==> src/rtl/pll_recfg_seq.sv <==
`default_nettype none
// ============================================================================
//  Module      : pll_recfg_seq
//  Description : Sequencer that steps a PLL through a table of ROM-stored
//                frequency settings. It drives an ALTPLL_RECONFIG-style
//                controller: write-from-ROM, wait ready, reconfig strobe,
//                then wait for busy to drop (with a timeout that resets the
//                controller). Supports manual step up/down and an
//                auto-sweep mode that advances while the memory tester is
//                reporting both passes and failures.
//
//  Ports
//    clock_50_i          in   sole clock, rising edge
//    RESET               in   synchronous, active-high reset
//    step_up             in   pulse: pos-1 (higher frequency)
//    step_down           in   pulse: pos+1 (lower frequency)
//    auto_tgl            in   pulse: toggle auto-sweep mode
//    pass_nz / fail_nz   in   tester pass / fail counts are non-zero
//    rcfg_busy           in   reconfig controller busy
//    rcfg_write_from_rom out  1-cycle strobe
//    rcfg_reconfig       out  1-cycle strobe
//    rcfg_reset          out  1-cycle strobe (after timeout)
//    pos[3:0]            out  selected frequency index
//    auto                out  auto-sweep active
//    recfg_active        out  high whenever the sequencer is not idle
//    done                out  1-cycle pulse on completed reconfiguration
//    timeout_err         out  sticky timeout flag
//
//  Revision    : 1.0  initial release
// ============================================================================
module pll_recfg_seq #(
    parameter int NUM_POS  = 11,
    parameter int INIT_POS = 7,
    parameter int TIMEOUT  = 1000,
    parameter int HOLDOFF  = 16
) (
    input  logic       clock_50_i,
    input  logic       RESET,
    input  logic       step_up,
    input  logic       step_down,
    input  logic       auto_tgl,
    input  logic       pass_nz,
    input  logic       fail_nz,
    input  logic       rcfg_busy,
    output logic       rcfg_write_from_rom,
    output logic       rcfg_reconfig,
    output logic       rcfg_reset,
    output logic [3:0] pos,
    output logic       auto,
    output logic       recfg_active,
    output logic       done,
    output logic       timeout_err
);

    // +2 keeps the width at least 1 bit even for a zero parameter
    localparam int                   c_timer_w  = $clog2(TIMEOUT + 2);
    localparam int                   c_hold_w   = $clog2(HOLDOFF + 2);
    localparam logic [3:0]           c_last_pos = 4'(NUM_POS - 1);
    localparam logic [3:0]           c_init_pos = 4'(INIT_POS);
    localparam logic [c_timer_w-1:0] c_timeout  = c_timer_w'(TIMEOUT);
    localparam logic [c_hold_w-1:0]  c_holdoff  = c_hold_w'(HOLDOFF);

    typedef enum logic [2:0] {
        IDLE      = 3'd0,
        LOAD      = 3'd1,
        GAP       = 3'd2,
        WAIT_RDY  = 3'd3,
        TRIG      = 3'd4,
        WAIT_DONE = 3'd5
    } state_t;

    typedef enum logic [1:0] {
        REQ_NONE = 2'd0,
        REQ_UP   = 2'd1,
        REQ_DOWN = 2'd2,
        REQ_TGL  = 2'd3
    } req_t;

    state_t               r_state;
    state_t               w_state_nxt;
    req_t                 r_pend;
    req_t                 w_new_req;
    req_t                 w_req;
    logic [c_timer_w-1:0] r_timer;
    logic [c_hold_w-1:0]  r_holdoff;
    logic [3:0]           r_pos;
    logic                 r_auto;
    logic                 r_wfr;
    logic                 r_reconfig;
    logic                 r_rcfg_rst;
    logic                 r_active;
    logic                 r_done;
    logic                 r_tmo_err;
    logic                 w_accept;
    logic [3:0]           w_pos_nxt;
    logic                 w_auto_nxt;
    logic                 w_done;
    logic                 w_tmo;

    // Simultaneous pulses collapse to one request: auto_tgl > step_down > step_up
    always_comb begin
        w_new_req = REQ_NONE;
        if (auto_tgl) begin
            w_new_req = REQ_TGL;
        end else if (step_down) begin
            w_new_req = REQ_DOWN;
        end else if (step_up) begin
            w_new_req = REQ_UP;
        end
    end

    // Request evaluation; only acted on while IDLE. A fresh pulse takes
    // precedence over the pending slot, and any request (even a discarded
    // one) blocks auto-advance for that cycle.
    always_comb begin
        w_req      = (w_new_req != REQ_NONE) ? w_new_req : r_pend;
        w_accept   = 1'b0;
        w_pos_nxt  = r_pos;
        w_auto_nxt = r_auto;
        case (w_req)
            REQ_UP: begin
                if (r_pos != 4'd0) begin
                    w_accept   = 1'b1;
                    w_pos_nxt  = r_pos - 4'd1;
                    w_auto_nxt = 1'b0;
                end
            end
            REQ_DOWN: begin
                if (r_pos < c_last_pos) begin
                    w_accept   = 1'b1;
                    w_pos_nxt  = r_pos + 4'd1;
                    w_auto_nxt = 1'b0;
                end
            end
            REQ_TGL: begin
                w_accept = 1'b1;
                if (r_auto) begin
                    w_auto_nxt = 1'b0;
                end else begin
                    w_auto_nxt = 1'b1;
                    w_pos_nxt  = 4'd0;
                end
            end
            default: begin
                if (r_auto && pass_nz && fail_nz && (r_holdoff == '0) &&
                    (r_pos < c_last_pos)) begin
                    w_accept  = 1'b1;
                    w_pos_nxt = r_pos + 4'd1;
                end
            end
        endcase
    end

    // FSM next-state
    always_comb begin
        w_state_nxt = r_state;
        w_done      = 1'b0;
        w_tmo       = 1'b0;
        case (r_state)
            IDLE:      if (w_accept) w_state_nxt = LOAD;
            LOAD:      w_state_nxt = GAP;
            GAP:       w_state_nxt = WAIT_RDY;
            WAIT_RDY:  if (!rcfg_busy) w_state_nxt = TRIG;
            TRIG:      w_state_nxt = WAIT_DONE;
            WAIT_DONE: begin
                // busy dropping wins over a simultaneous timer expiry
                if (!rcfg_busy) begin
                    w_state_nxt = IDLE;
                    w_done      = 1'b1;
                end else if (r_timer <= c_timer_w'(1)) begin
                    w_state_nxt = IDLE;
                    w_tmo       = 1'b1;
                end
            end
            default:   w_state_nxt = IDLE;
        endcase
    end

    always_ff @(posedge clock_50_i) begin
        if (RESET) begin
            r_state <= IDLE;
        end else begin
            r_state <= w_state_nxt;
        end
    end

    // Strobes are registered from the next state so each output is a clean
    // flop that is high exactly for the cycle spent in its state.
    always_ff @(posedge clock_50_i) begin
        if (RESET) begin
            r_pend     <= REQ_NONE;
            r_timer    <= '0;
            r_holdoff  <= '0;
            r_pos      <= c_init_pos;
            r_auto     <= 1'b0;
            r_wfr      <= 1'b0;
            r_reconfig <= 1'b0;
            r_rcfg_rst <= 1'b0;
            r_active   <= 1'b0;
            r_done     <= 1'b0;
            r_tmo_err  <= 1'b0;
        end else begin
            if ((r_state == IDLE) && w_accept) begin
                r_pos  <= w_pos_nxt;
                r_auto <= w_auto_nxt;
            end

            // The pending slot is consumed (accepted or discarded) in IDLE
            if (r_state == IDLE) begin
                r_pend <= REQ_NONE;
            end else if (w_new_req != REQ_NONE) begin
                r_pend <= w_new_req;
            end

            if (r_state == TRIG) begin
                r_timer <= c_timeout;
            end else if ((r_state == WAIT_DONE) && (r_timer != '0)) begin
                r_timer <= r_timer - c_timer_w'(1);
            end

            if (w_done || w_tmo) begin
                r_holdoff <= c_holdoff;
            end else if ((r_state == IDLE) && (r_holdoff != '0)) begin
                r_holdoff <= r_holdoff - c_hold_w'(1);
            end

            r_wfr      <= (w_state_nxt == LOAD);
            r_reconfig <= (w_state_nxt == TRIG);
            r_rcfg_rst <= w_tmo;
            r_done     <= w_done;
            r_active   <= (w_state_nxt != IDLE);
            r_tmo_err  <= r_tmo_err | w_tmo;
        end
    end

    assign rcfg_write_from_rom = r_wfr;
    assign rcfg_reconfig       = r_reconfig;
    assign rcfg_reset          = r_rcfg_rst;
    assign pos                 = r_pos;
    assign auto                = r_auto;
    assign recfg_active        = r_active;
    assign done                = r_done;
    assign timeout_err         = r_tmo_err;

endmodule
`default_nettype wire

==> config.mk <==
export PLATFORM = sky130hd
export DESIGN_NAME = pll_recfg_seq
export DESIGN_NICKNAME = d
export VERILOG_FILES = /design/src/rtl/pll_recfg_seq.sv
export SDC_FILE = /design/constraint.sdc
export NUM_CORES = 1
export LEC_CHECK = 0
export ABC_AREA = 1
export BUFFER_PORTS_ARGS = -buffer_cell sky130_fd_sc_hd__buf_4
export CAP_MARGIN = 20
export CORE_MARGIN = 2
export CORE_UTILIZATION = 55
export CTS_BUF_LIST = sky130_fd_sc_hd__clkbuf_4
export DETAILED_ROUTE_END_ITERATION = 12
export PLACE_DENSITY_LB_ADDON = 0.2
export SYNTH_ARGS = -nofsm -noshare
export SYNTH_HDL_FRONTEND = slang
export SYNTH_SLANG_ARGS = --single-unit
==> constraint.sdc <==
create_clock -name clock_50_i -period 2.25 [get_ports clock_50_i]
set_input_delay 0.45 -clock clock_50_i [delete_from_list [all_inputs] [get_ports clock_50_i]]
set_output_delay 0.45 -clock clock_50_i [all_outputs]
set_load 0.02 [all_outputs]
==> results.md, run 1 <==
* Die area at 3860 um2
* Area after DPL at 2030 um2
* First DRT Iteration DRCs at 74
* Share of cells above drive strength 1 at 0.222
* Critical Path Source Type: flop
* Synth Flop Type: dfxtp_1
* DR WL/cell at 10.7 um
* Cts hold-fix bufs at 0
* CTS H-tree lvls at 2
* Max Fclk at 518 MHz
* Buffer depth of the longest clock path at 2
* Clock skew at 0.0191 ns
* Ys async rst share at 0
* Layout Nets at 294
* Sequential element share of the synthesized area at 0.334
* DR DRC count at 0
* Maximum vdd ir drop at 0.577 mV
* Max Cap Viol at 0
* PD cells at 1010 nW/um2
* Postcts setup bufs at 0
* # diodes at 0
* Vias in the first global route at 1,534
* Port buffer count at 18
* Post-route cell area at 2070 um2
* Post-Syn Nets at 272
* # clock sinks at 31
* Gr usage total at 0.203
* Post-synth EDFFs at 0
* Mean Syn Cell Area at 7.24 um2
* Setup CP Type: flop to flop
* Die height at 62.2 um
* Clk pin slew, worst setup/hold paths at 0.09 ns
* Post-route setup TNS at 0 ns
* Count of final max-slew check failures at 0
* Util after Layout at 0.631
* Horiz. Die Dim at 62.2 um
* Hold depth at 2
* Total grt overflow at 0
* Worst Hold Slack at 0.293 ns
* Dpl hpwl at 2690 um
* First-pass DRT Iterations at 4
* Clock Tree Root: clkbuf_4
* CP required at 2.48 ns
* Worst-Margin Slew at 0.373 ns
* Cells after Synth at 257
* Hold endpoint: done$_SDFF_PP0_
* Final GP Congestion at 0.845
* Placed insts at 318
* CTS tree: done
* Synth Warn # at 0
* Final hold violations at 0
* I/O pin cnt at 19
* DR vias/cell at 4.86
* Headroom to the max-slew limit at 0.751
* Initial antenna violation count at 0
* Fin cells at 325
* Initial core utilization at 0.566
* R2R setup slack at 0.32 ns
* Core Region at 3280 um2
* Fin worst setup slack at 0.320 ns
* Via count of the routed design at 1,581
* Std-Cell Rows at 21
* CP max FO at 3
* Layout area overhead at 11.4%
* Leakage at 1.01 nW
* Fin crit period at 1.93 ns
* Largest net degree at the start of global routing at 15
* Clock Latency Late Sink at 0.34 ns
* Final Cycle Share at 0.858
* CTS Buf Count at 5
* Number of gates resized after CTS at 0
* Status: completed
* Final setup vio count at 0
* Total routed wirelength at 3490 um
* Critical R2R Capture: pos[3]$_SDFFE_PP0P_
* Seq cells post-synth at 31
* Total power at 2.09 mW
* Routed Antenna Nets at 0
* Worst r2r path cells at 13
* Synth unique cells at 39
* RR Startpoint: r_pend[0]$_SDFF_PP0_
* Critical path arrival at 2.16 ns
* Post-placement worst setup slack at 0.0707 ns
* Synthesized area at 1860 um2
* First-pass GRT wire length at 6340 um
* Hold Crit Start: rcfg_busy
* Classification of the worst-slack hold path: input port to flop
* RSZ-0062 raised after global routing: no
* CP endpoint kind: flop
per-layer routing:
layer | wire [um] | part of all wire | vias to the layer above | GRT usage
met3 | 123 | 0.035 | 7 | 0.0525
li1 | - | - | 856 | -
met5 | 0 | 0 | - | 0
met1 | 1690 | 0.48 | 699 | 0.261
met2 | 1630 | 0.47 | 19 | 0.332
met4 | 53 | 0.015 | 0 | 0.0722
how the worst max path moves through the flow:
stage	slack, ns	cells past startpoint	start	end
after global routing	0.04	13	r_pend[0]$_SDFF_PP0_	pos[3]$_SDFFE_PP0P_
after floorplan	0.31	13	step_up	pos[3]$_SDFFE_PP0P_
final	0.32	13	r_pend[0]$_SDFF_PP0_	pos[3]$_SDFFE_PP0P_
after global placement	0.11	13	step_down	pos[3]$_SDFFE_PP0P_
after detailed placement	0.07	13	step_down	pos[3]$_SDFFE_PP0P_
after CTS	0.31	13	r_pend[0]$_SDFF_PP0_	pos[3]$_SDFFE_PP0P_
registers in the layout, summed over array words and instances (netlist names):
| register | count |
|---|---|
| r_timer | 10 |
| rcfg_write_from_rom | 1 |
| rcfg_reset | 1 |
| r_pend | 2 |
| timeout_err | 1 |
| r_holdoff | 5 |
| pos | 4 |
| auto | 1 |
| done | 1 |
| recfg_active | 1 |
| r_state | 3 |
| rcfg_reconfig | 1 |
critical path, stage by stage, from the launching register on:
cell,delay (ns)
dfxtp_1,0.33
nor2_2,0.04
o21ai_0,0.26
nand2_1,0.12
inv_1,0.12
ha_1,0.27
a21oi_1,0.19
nand2_1,0.07
nand2_1,0.05
nand2_1,0.06
o21ai_0,0.14
nand3_1,0.09
nand2_1,0.07
nor2_1,0.04
cell usage after synthesis (2+ instances only):
| master | instances | area, um2 |
|---|---|---|
| nand2_1 | 51 | 191 |
| inv_1 | 38 | 143 |
| dfxtp_1 | 31 | 621 |
| nor2_1 | 30 | 113 |
| nand3_1 | 19 | 95.1 |
| o21ai_0 | 10 | 50.1 |
| a21oi_1 | 8 | 40.0 |
| ha_1 | 6 | 75.1 |
| nor2_2 | 6 | 37.5 |
| inv_2 | 5 | 18.8 |
| nand3_2 | 5 | 50.1 |
| a31oi_1 | 4 | 25.0 |
| nand2_2 | 4 | 25.0 |
| nor2_4 | 4 | 45.0 |
| nor3_1 | 3 | 15.0 |
| o21ai_1 | 3 | 15.0 |
| xor2_1 | 3 | 26.3 |
| buf_6 | 2 | 22.5 |
| nand3_4 | 2 | 35.0 |
| nand3b_1 | 2 | 15.0 |
| nand4_1 | 2 | 12.5 |
| o21ai_2 | 2 | 17.5 |
where the power goes:
group | internal (mW) | switching, mW | total, mW | leakage, nW
Clock | 0.111 | 0.190 | 0.301 | 0.0285
Sequential | 0.670 | 0.116 | 0.786 | 0.254
Combinational | 0.397 | 0.605 | 1.00 | 0.732
Total | 1.18 | 0.911 | 2.09 | 1.01
cells by family after synthesis:
| family | count (synthesis) | share of synthesized area |
|---|---|---|
| AOI/OAI and AO/OA | 33 | 0.117 |
| xor gates and xnor gates | 4 | 0.0188 |
| adders and majority gates | 7 | 0.0511 |
| buffers and inverters | 47 | 0.105 |
| DFF | 31 | 0.334 |
| and+or+nand+nor | 135 | 0.375 |
area by class of cell:
cell class	instances	area, um2
clock buffers	5	37.5
well taps	46	57.6
repair buffers	19	143
clock inverters	2	8.76
fillers	329	1210
inverters	43	161
flip-flops and latches	31	621
multi-input cells	179	1040
cells in the final DEF (no fill, tap or decap), drive strengths merged:
cell type	instances
o21ai	15
a21oi	10
nor2	40
a31oi	5
xor2	3
ha	6
clkinv	2
nand3b	2
o211ai	1
nand4	2
dfxtp	31
o31ai	1
nor3	5
a211oi	1
inv	43
and2	1
nand3	26
fa	1
buf	19
or2	3
xnor2	1
clkbuf	5
nand2	56
(Power assumes the default switching activity.)
==> inputs of run 2 (changes only) <==
clock period = 1.98 ns   (was 2.25 ns; I/O delays follow)
==> run 2 against run 1 <==
  * Worst setup slack worse by 0.10 ns
  * Sequential cell count is the same
  * Fmax increased by 9.5%
  * Largest cell class unchanged
==> results.md, run 2 (synthesized netlist as in run 1, its figures left out) <==
* Critical Path Source Type: flop
* Status: completed
* Fin cells at 332 (+2.2%)
* Clk pin slew, worst setup/hold paths at 0.10 ns (about the same)
* Most frequent cells in the layout: nand2_1 (51), inv_1 (38), dfxtp_1 (31)
* Via count of the routed design at 1,651 (+4.4%)
* # diodes at 0 (unchanged)
* Initial core utilization at 0.566 (unchanged)
* Dpl hpwl at 2680 um (-0.45%)
* Largest register by flop count: r_timer
* CTS tree: done
* Largest net degree at the start of global routing at 15 (unchanged)
* Critical path arrival at 2.00 ns (-0.16 ns)
* Critical R2R Capture: pos[3]$_SDFFE_PP0P_
* Post-route setup TNS at 0 ns (unchanged)
* Classification of the worst-slack hold path: input port to flop
* Hold endpoint: done$_SDFF_PP0_
* Gr usage total at 0.201 (-0.00232)
* Max FFs per register at 10 (unchanged)
* Fin worst setup slack at 0.218 ns (-0.102 ns)
* Commonest non-fill, non-tap cell in the layout: nand2_1
* CTS H-tree lvls at 2 (unchanged)
* # clock sinks at 31 (unchanged)
* Fin crit period at 1.76 ns (-0.168 ns)
* Vias in the first global route at 1,532 (-0.13%)
* DR WL/cell at 10.5 um (-2.4%)
* Max Cap Viol at 0 (unchanged)
* CP endpoint kind: flop
* Buffer depth of the longest clock path at 2 (unchanged)
* Total routed wirelength at 3480 um (-0.26%)
* Crit path max-delay cell type: dfxtp_1
* Final GP Congestion at 0.878 (+4.0%)
* Leakage at 1.05 nW (+3.7%)
* CP required at 2.21 ns (-0.27 ns)
* Layout area overhead at 14.7%
* CTS Buf Count at 5 (unchanged)
* Hold Crit Start: rcfg_busy
* Horiz. Die Dim at 62.2 um (unchanged)
* Clock Tree Root: clkbuf_4
* PD cells at 1140 nW/um2 (+14%)
* Max Fclk at 568 MHz (+9.5%)
* Area after DPL at 2070 um2 (+2.2%)
* Worst-path cell chain: nor2_2 -> o21ai_2 -> nand2_1 -> inv_1 -> ha_1 -> a21oi_1 -> nand2_1 -> nand2_1 -> nand2_1 -> o21ai_0 -> nand3_1 -> nand2_1 -> nor2_1
* I/O pin cnt at 19 (unchanged)
* Count of final max-slew check failures at 0 (unchanged)
* Initial antenna violation count at 0 (unchanged)
* Post-placement worst setup slack at -0.158 ns (-0.228 ns)
* Port buffer count at 18 (unchanged)
* RSZ-0062 raised after global routing: no
* Headroom to the max-slew limit at 0.763 (+0.0122)
* Final hold violations at 0 (unchanged)
* Std-Cell Rows at 21 (unchanged)
* Worst r2r path cells at 13 (unchanged)
* Post-route cell area at 2130 um2 (+2.9%)
* RR Startpoint: r_pend[0]$_SDFF_PP0_
* Die area at 3860 um2 (unchanged)
* CP max FO at 3 (unchanged)
* Hold depth at 2 (unchanged)
* Total power at 2.44 mW (+17%)
* Clock Latency Late Sink at 0.33 ns (about the same)
* Core Region at 3280 um2 (unchanged)
* Clock skew at 0.00515 ns (-0.0139 ns)
* DR DRC count at 0 (unchanged)
* Share of cells above drive strength 1 at 0.248 (+0.0260)
* Most frequent CP cell: nand2_1
* Final Cycle Share at 0.890 (+0.0320)
* Setup CP Type: flop to flop
* Final setup vio count at 0 (unchanged)
* DR vias/cell at 4.97 (+2.2%)
* Crit-path max cell delay at 0.34 ns (about the same)
* Maximum vdd ir drop at 0.885 mV (+53%)
* Layout Nets at 300 (+2.0%)
* Cts hold-fix bufs at 0 (unchanged)
* Die height at 62.2 um (unchanged)
* Routed Antenna Nets at 0 (unchanged)
* First-pass GRT wire length at 6290 um (-0.77%)
* R2R setup slack at 0.22 ns (-0.10 ns)
* Worst-Margin Slew at 0.355 ns (-0.0183 ns)
* First-pass DRT Iterations at 4 (unchanged)
* First DRT Iteration DRCs at 99 (+34%)
* Placed insts at 324 (+1.9%)
* Total grt overflow at 0 (unchanged)
run 2: cell types whose count changed in the layout (fill, tap and decap cells not counted), sizes merged:
cell	delta
clkbuf	+2
clkinv	-1
buf	+6
run 2: repair_timing:
action	4_1_cts	5_1_grt
setup endpoints to repair	0	1
setup buffers	0	0
resized for setup	0	2
run 2: stage by stage:
step | util | hold WS (ns)
final | 0.650 | 0.236
after global routing | 0.650 | 0.230
after CTS | 0.648 | 0.231
after detailed placement | 0.631 | 0.466
after global placement | 0.631 | 0.454
after floorplan | - | 0.440
run 2: worst max path at each step:
stage	start	endpoint	slack, ns	cells past startpoint
after global placement	step_down	pos[3]$_SDFFE_PP0P_	-0.08	13
after global routing	r_pend[0]$_SDFF_PP0_	pos[3]$_SDFFE_PP0P_	0.02	13
final	r_pend[0]$_SDFF_PP0_	pos[3]$_SDFFE_PP0P_	0.22	13
after CTS	r_pend[0]$_SDFF_PP0_	pos[3]$_SDFFE_PP0P_	0.02	13
after detailed placement	step_down	pos[3]$_SDFFE_PP0P_	-0.16	13
after floorplan	step_up	pos[3]$_SDFFE_PP0P_	0.1	13
run 2: critical path: cells and delay by family (launching register included):
family,cells,cell delay (ns)
AOI/OAI and AO/OA,3,0.47
and+or+nand+nor,8,0.52
DFF,1,0.34
buffers and inverters,1,0.10
adders and majority gates,1,0.26
run 2: layer usage:
| metal | vias to the layer above | wire length (um) | track usage |
|---|---|---|---|
| met5 | - | 0 | 0 |
| met1 | 741 | 1650 | 0.258 |
| met2 | 31 | 1640 | 0.318 |
| met4 | 0 | 59 | 0.100 |
| met3 | 8 | 133 | 0.0453 |
| li1 | 871 | - | - |
run 2: report_power, final:
part	switching (mW)	total [mW]	internal, mW
sequential	0.129	0.890	0.761
clock	0.222	0.388	0.166
combinational	0.693	1.16	0.471
total	1.04	2.44	1.40
run 2: layout make-up:
class | instances | area [um2]
multi-input cells | 179 | 1050
repair buffers | 25 | 188
inverters | 43 | 161
fillers | 314 | 1150
clock inverters | 1 | 5.00
well taps | 46 | 57.6
flip-flops and latches | 31 | 621
clock buffers | 7 | 52.6
==> inputs of run 3 (changes only) <==
BUFFER_PORTS_ARGS = -buffer_cell sky130_fd_sc_hd__buf_2   (was -buffer_cell sky130_fd_sc_hd__buf_4)
==> run 3 against run 2 <==
  * Design area fell by 0.70%
  * Cell count up 0.30%
  * Register-to-register slack got worse by 0.07 ns
  * Fmax decreased by 3.9%
  * Clock power up 26%
  * Largest power group unchanged
==> results.md, run 3 (synthesized netlist as in run 1, its figures left out) <==
* Classification of the worst-slack hold path: input port to flop
* Initial core utilization at 0.566 (unchanged)
* Gr usage total at 0.218 (+0.0177)
* Worst-path cell chain: nor2_2 -> o21ai_2 -> nand2_1 -> inv_1 -> buf_4 -> ha_1 -> nand3_1 -> nand2_1 -> nand2_1 -> nand2_1 -> o21ai_0 -> nand3_1 -> nand2_1 -> nor2_1
* Cts hold-fix bufs at 0 (unchanged)
* Leakage at 1.05 nW (about the same)
* Die area at 3860 um2 (unchanged)
* First DRT Iteration DRCs at 133 (+34%)
* Final GP Congestion at 0.851 (-3.1%)
* CP endpoint kind: flop
* Worst-Margin Slew at 0.379 ns (+0.0238 ns)
* Layout area overhead at 13.9%
* DR WL/cell at 11.1 um (+5.5%)
* Crit path max-delay cell type: dfxtp_1
* Critical path arrival at 2.08 ns (+0.08 ns)
* CTS H-tree lvls at 2 (unchanged)
* Status: completed
* CP delay by family, top: simple AND/OR/NAND/NOR gates
* Layout Nets at 301 (+0.33%)
* CP max FO at 3 (unchanged)
* I/O pin cnt at 19 (unchanged)
* DR DRC count at 0 (unchanged)
* Clk pin slew, worst setup/hold paths at 0.10 ns (about the same)
* Buffer depth of the longest clock path at 2 (unchanged)
* Total routed wirelength at 3680 um (+5.8%)
* Largest register by flop count: r_timer
* # diodes at 0 (unchanged)
* # clock sinks at 31 (unchanged)
* Total power at 2.52 mW (+3.0%)
* Clock skew at 0.00577 ns (+0.000624 ns)
* Post-route cell area at 2120 um2 (-0.70%)
* Fin crit period at 1.83 ns (+0.0716 ns)
* Initial antenna violation count at 0 (unchanged)
* Total grt overflow at 0 (unchanged)
* Clock Tree Root: clkbuf_4
* Share of cells above drive strength 1 at 0.251 (+0.00262)
* PD cells at 1190 nW/um2 (+3.8%)
* Crit-path max cell delay at 0.33 ns (about the same)
* Max FFs per register at 10 (unchanged)
* Largest net degree at the start of global routing at 15 (unchanged)
* CP required at 2.22 ns (about the same)
* Max Cap Viol at 0 (unchanged)
* Final Cycle Share at 0.926 (+0.0361)
* First-pass GRT wire length at 6750 um (+7.2%)
* CTS Buf Count at 5 (unchanged)
* Commonest non-fill, non-tap cell in the layout: nand2_1
* Setup CP Type: flop to flop
* Most frequent cells in the layout: nand2_1 (51), inv_1 (38), dfxtp_1 (31)
* Final hold violations at 0 (unchanged)
* Critical Path Source Type: flop
* Most frequent CP cell: nand2_1
* Routed Antenna Nets at 0 (unchanged)
* Vias in the first global route at 1,626 (+6.1%)
* Maximum vdd ir drop at 0.906 mV (+2.4%)
* Fin worst setup slack at 0.147 ns (-0.0716 ns)
* Core Region at 3280 um2 (unchanged)
* DR vias/cell at 4.92 (-1.1%)
* First-pass DRT Iterations at 4 (unchanged)
* Max Fclk at 546 MHz (-3.9%)
* Dpl hpwl at 2800 um (+4.6%)
* Count of final max-slew check failures at 0 (unchanged)
* Via count of the routed design at 1,638 (-0.79%)
* Port buffer count at 18 (unchanged)
* Post-placement worst setup slack at -0.200 ns (-0.0428 ns)
* Clock Latency Late Sink at 0.34 ns (about the same)
* CTS tree: done
* CP Buf/Inv Count at 2 (+1)
* Horiz. Die Dim at 62.2 um (unchanged)
* Die height at 62.2 um (unchanged)
* Headroom to the max-slew limit at 0.747 (-0.0159)
* Final setup vio count at 0 (unchanged)
* Area after DPL at 2030 um2 (-2.2%)
* Std-Cell Rows at 21 (unchanged)
run 3: worst paths after layout:
kind | start | end | slack [ns] | cells past startpoint
worst max-delay path | r_pend[0]$_SDFF_PP0_ | pos[3]$_SDFFE_PP0P_ | 0.15 | 14
worst min-delay path | rcfg_busy | done$_SDFF_PP0_ | 0.24 | 2
worst max register to register | r_pend[0]$_SDFF_PP0_ | pos[3]$_SDFFE_PP0P_ | 0.15 | 14
worst min register to register | r_holdoff[1]$_SDFFE_PP0P_ | r_holdoff[1]$_SDFFE_PP0P_ | 0.47 | 2
run 3: repair_timing:
action                     in CTS  in global routing
setup endpoints to repair       1                  1
resized for setup               1                  2
setup buffers                   0                  1
pin swaps                       0                  2
run 3: layout make-up:
type | instances | area, um2
Fill cell | 323 | 1170
Multi-Input combinational cell | 179 | 1050
Sequential cell | 31 | 621
Inverter | 43 | 161
Timing Repair Buffer | 26 | 150
Tap cell | 46 | 57.6
Clock inverter | 3 | 38.8
Clock buffer | 5 | 37.5
run 3: power by group:
part / internal, mW / leakage, nW / switching [mW]
sequential: 0.761 / 0.254 / 0.130
clock: 0.260 / 0.0426 / 0.230
combinational: 0.440 / 0.757 / 0.695
total: 1.46 / 1.05 / 1.06
run 3: through the flow:
stage	hold WS, ns	setup TNS, ns	std cells	util
global placement	0.450	-0.0780	324	0.617
CTS	0.235	0	332	0.640
finish	0.240	0	333	0.645
floorplan	0.440	0	257	-
global route	0.219	-0.0112	333	0.645
detailed placement	0.454	-0.204	324	0.617
run 3: metal layers:
metal	up-vias	GRT usage	routed length [um]
met1	721	0.263	1720
met3	7	0.0543	136
met2	29	0.374	1760
met5	-	0	0
met4	0	0.0889	58
li1	881	-	-
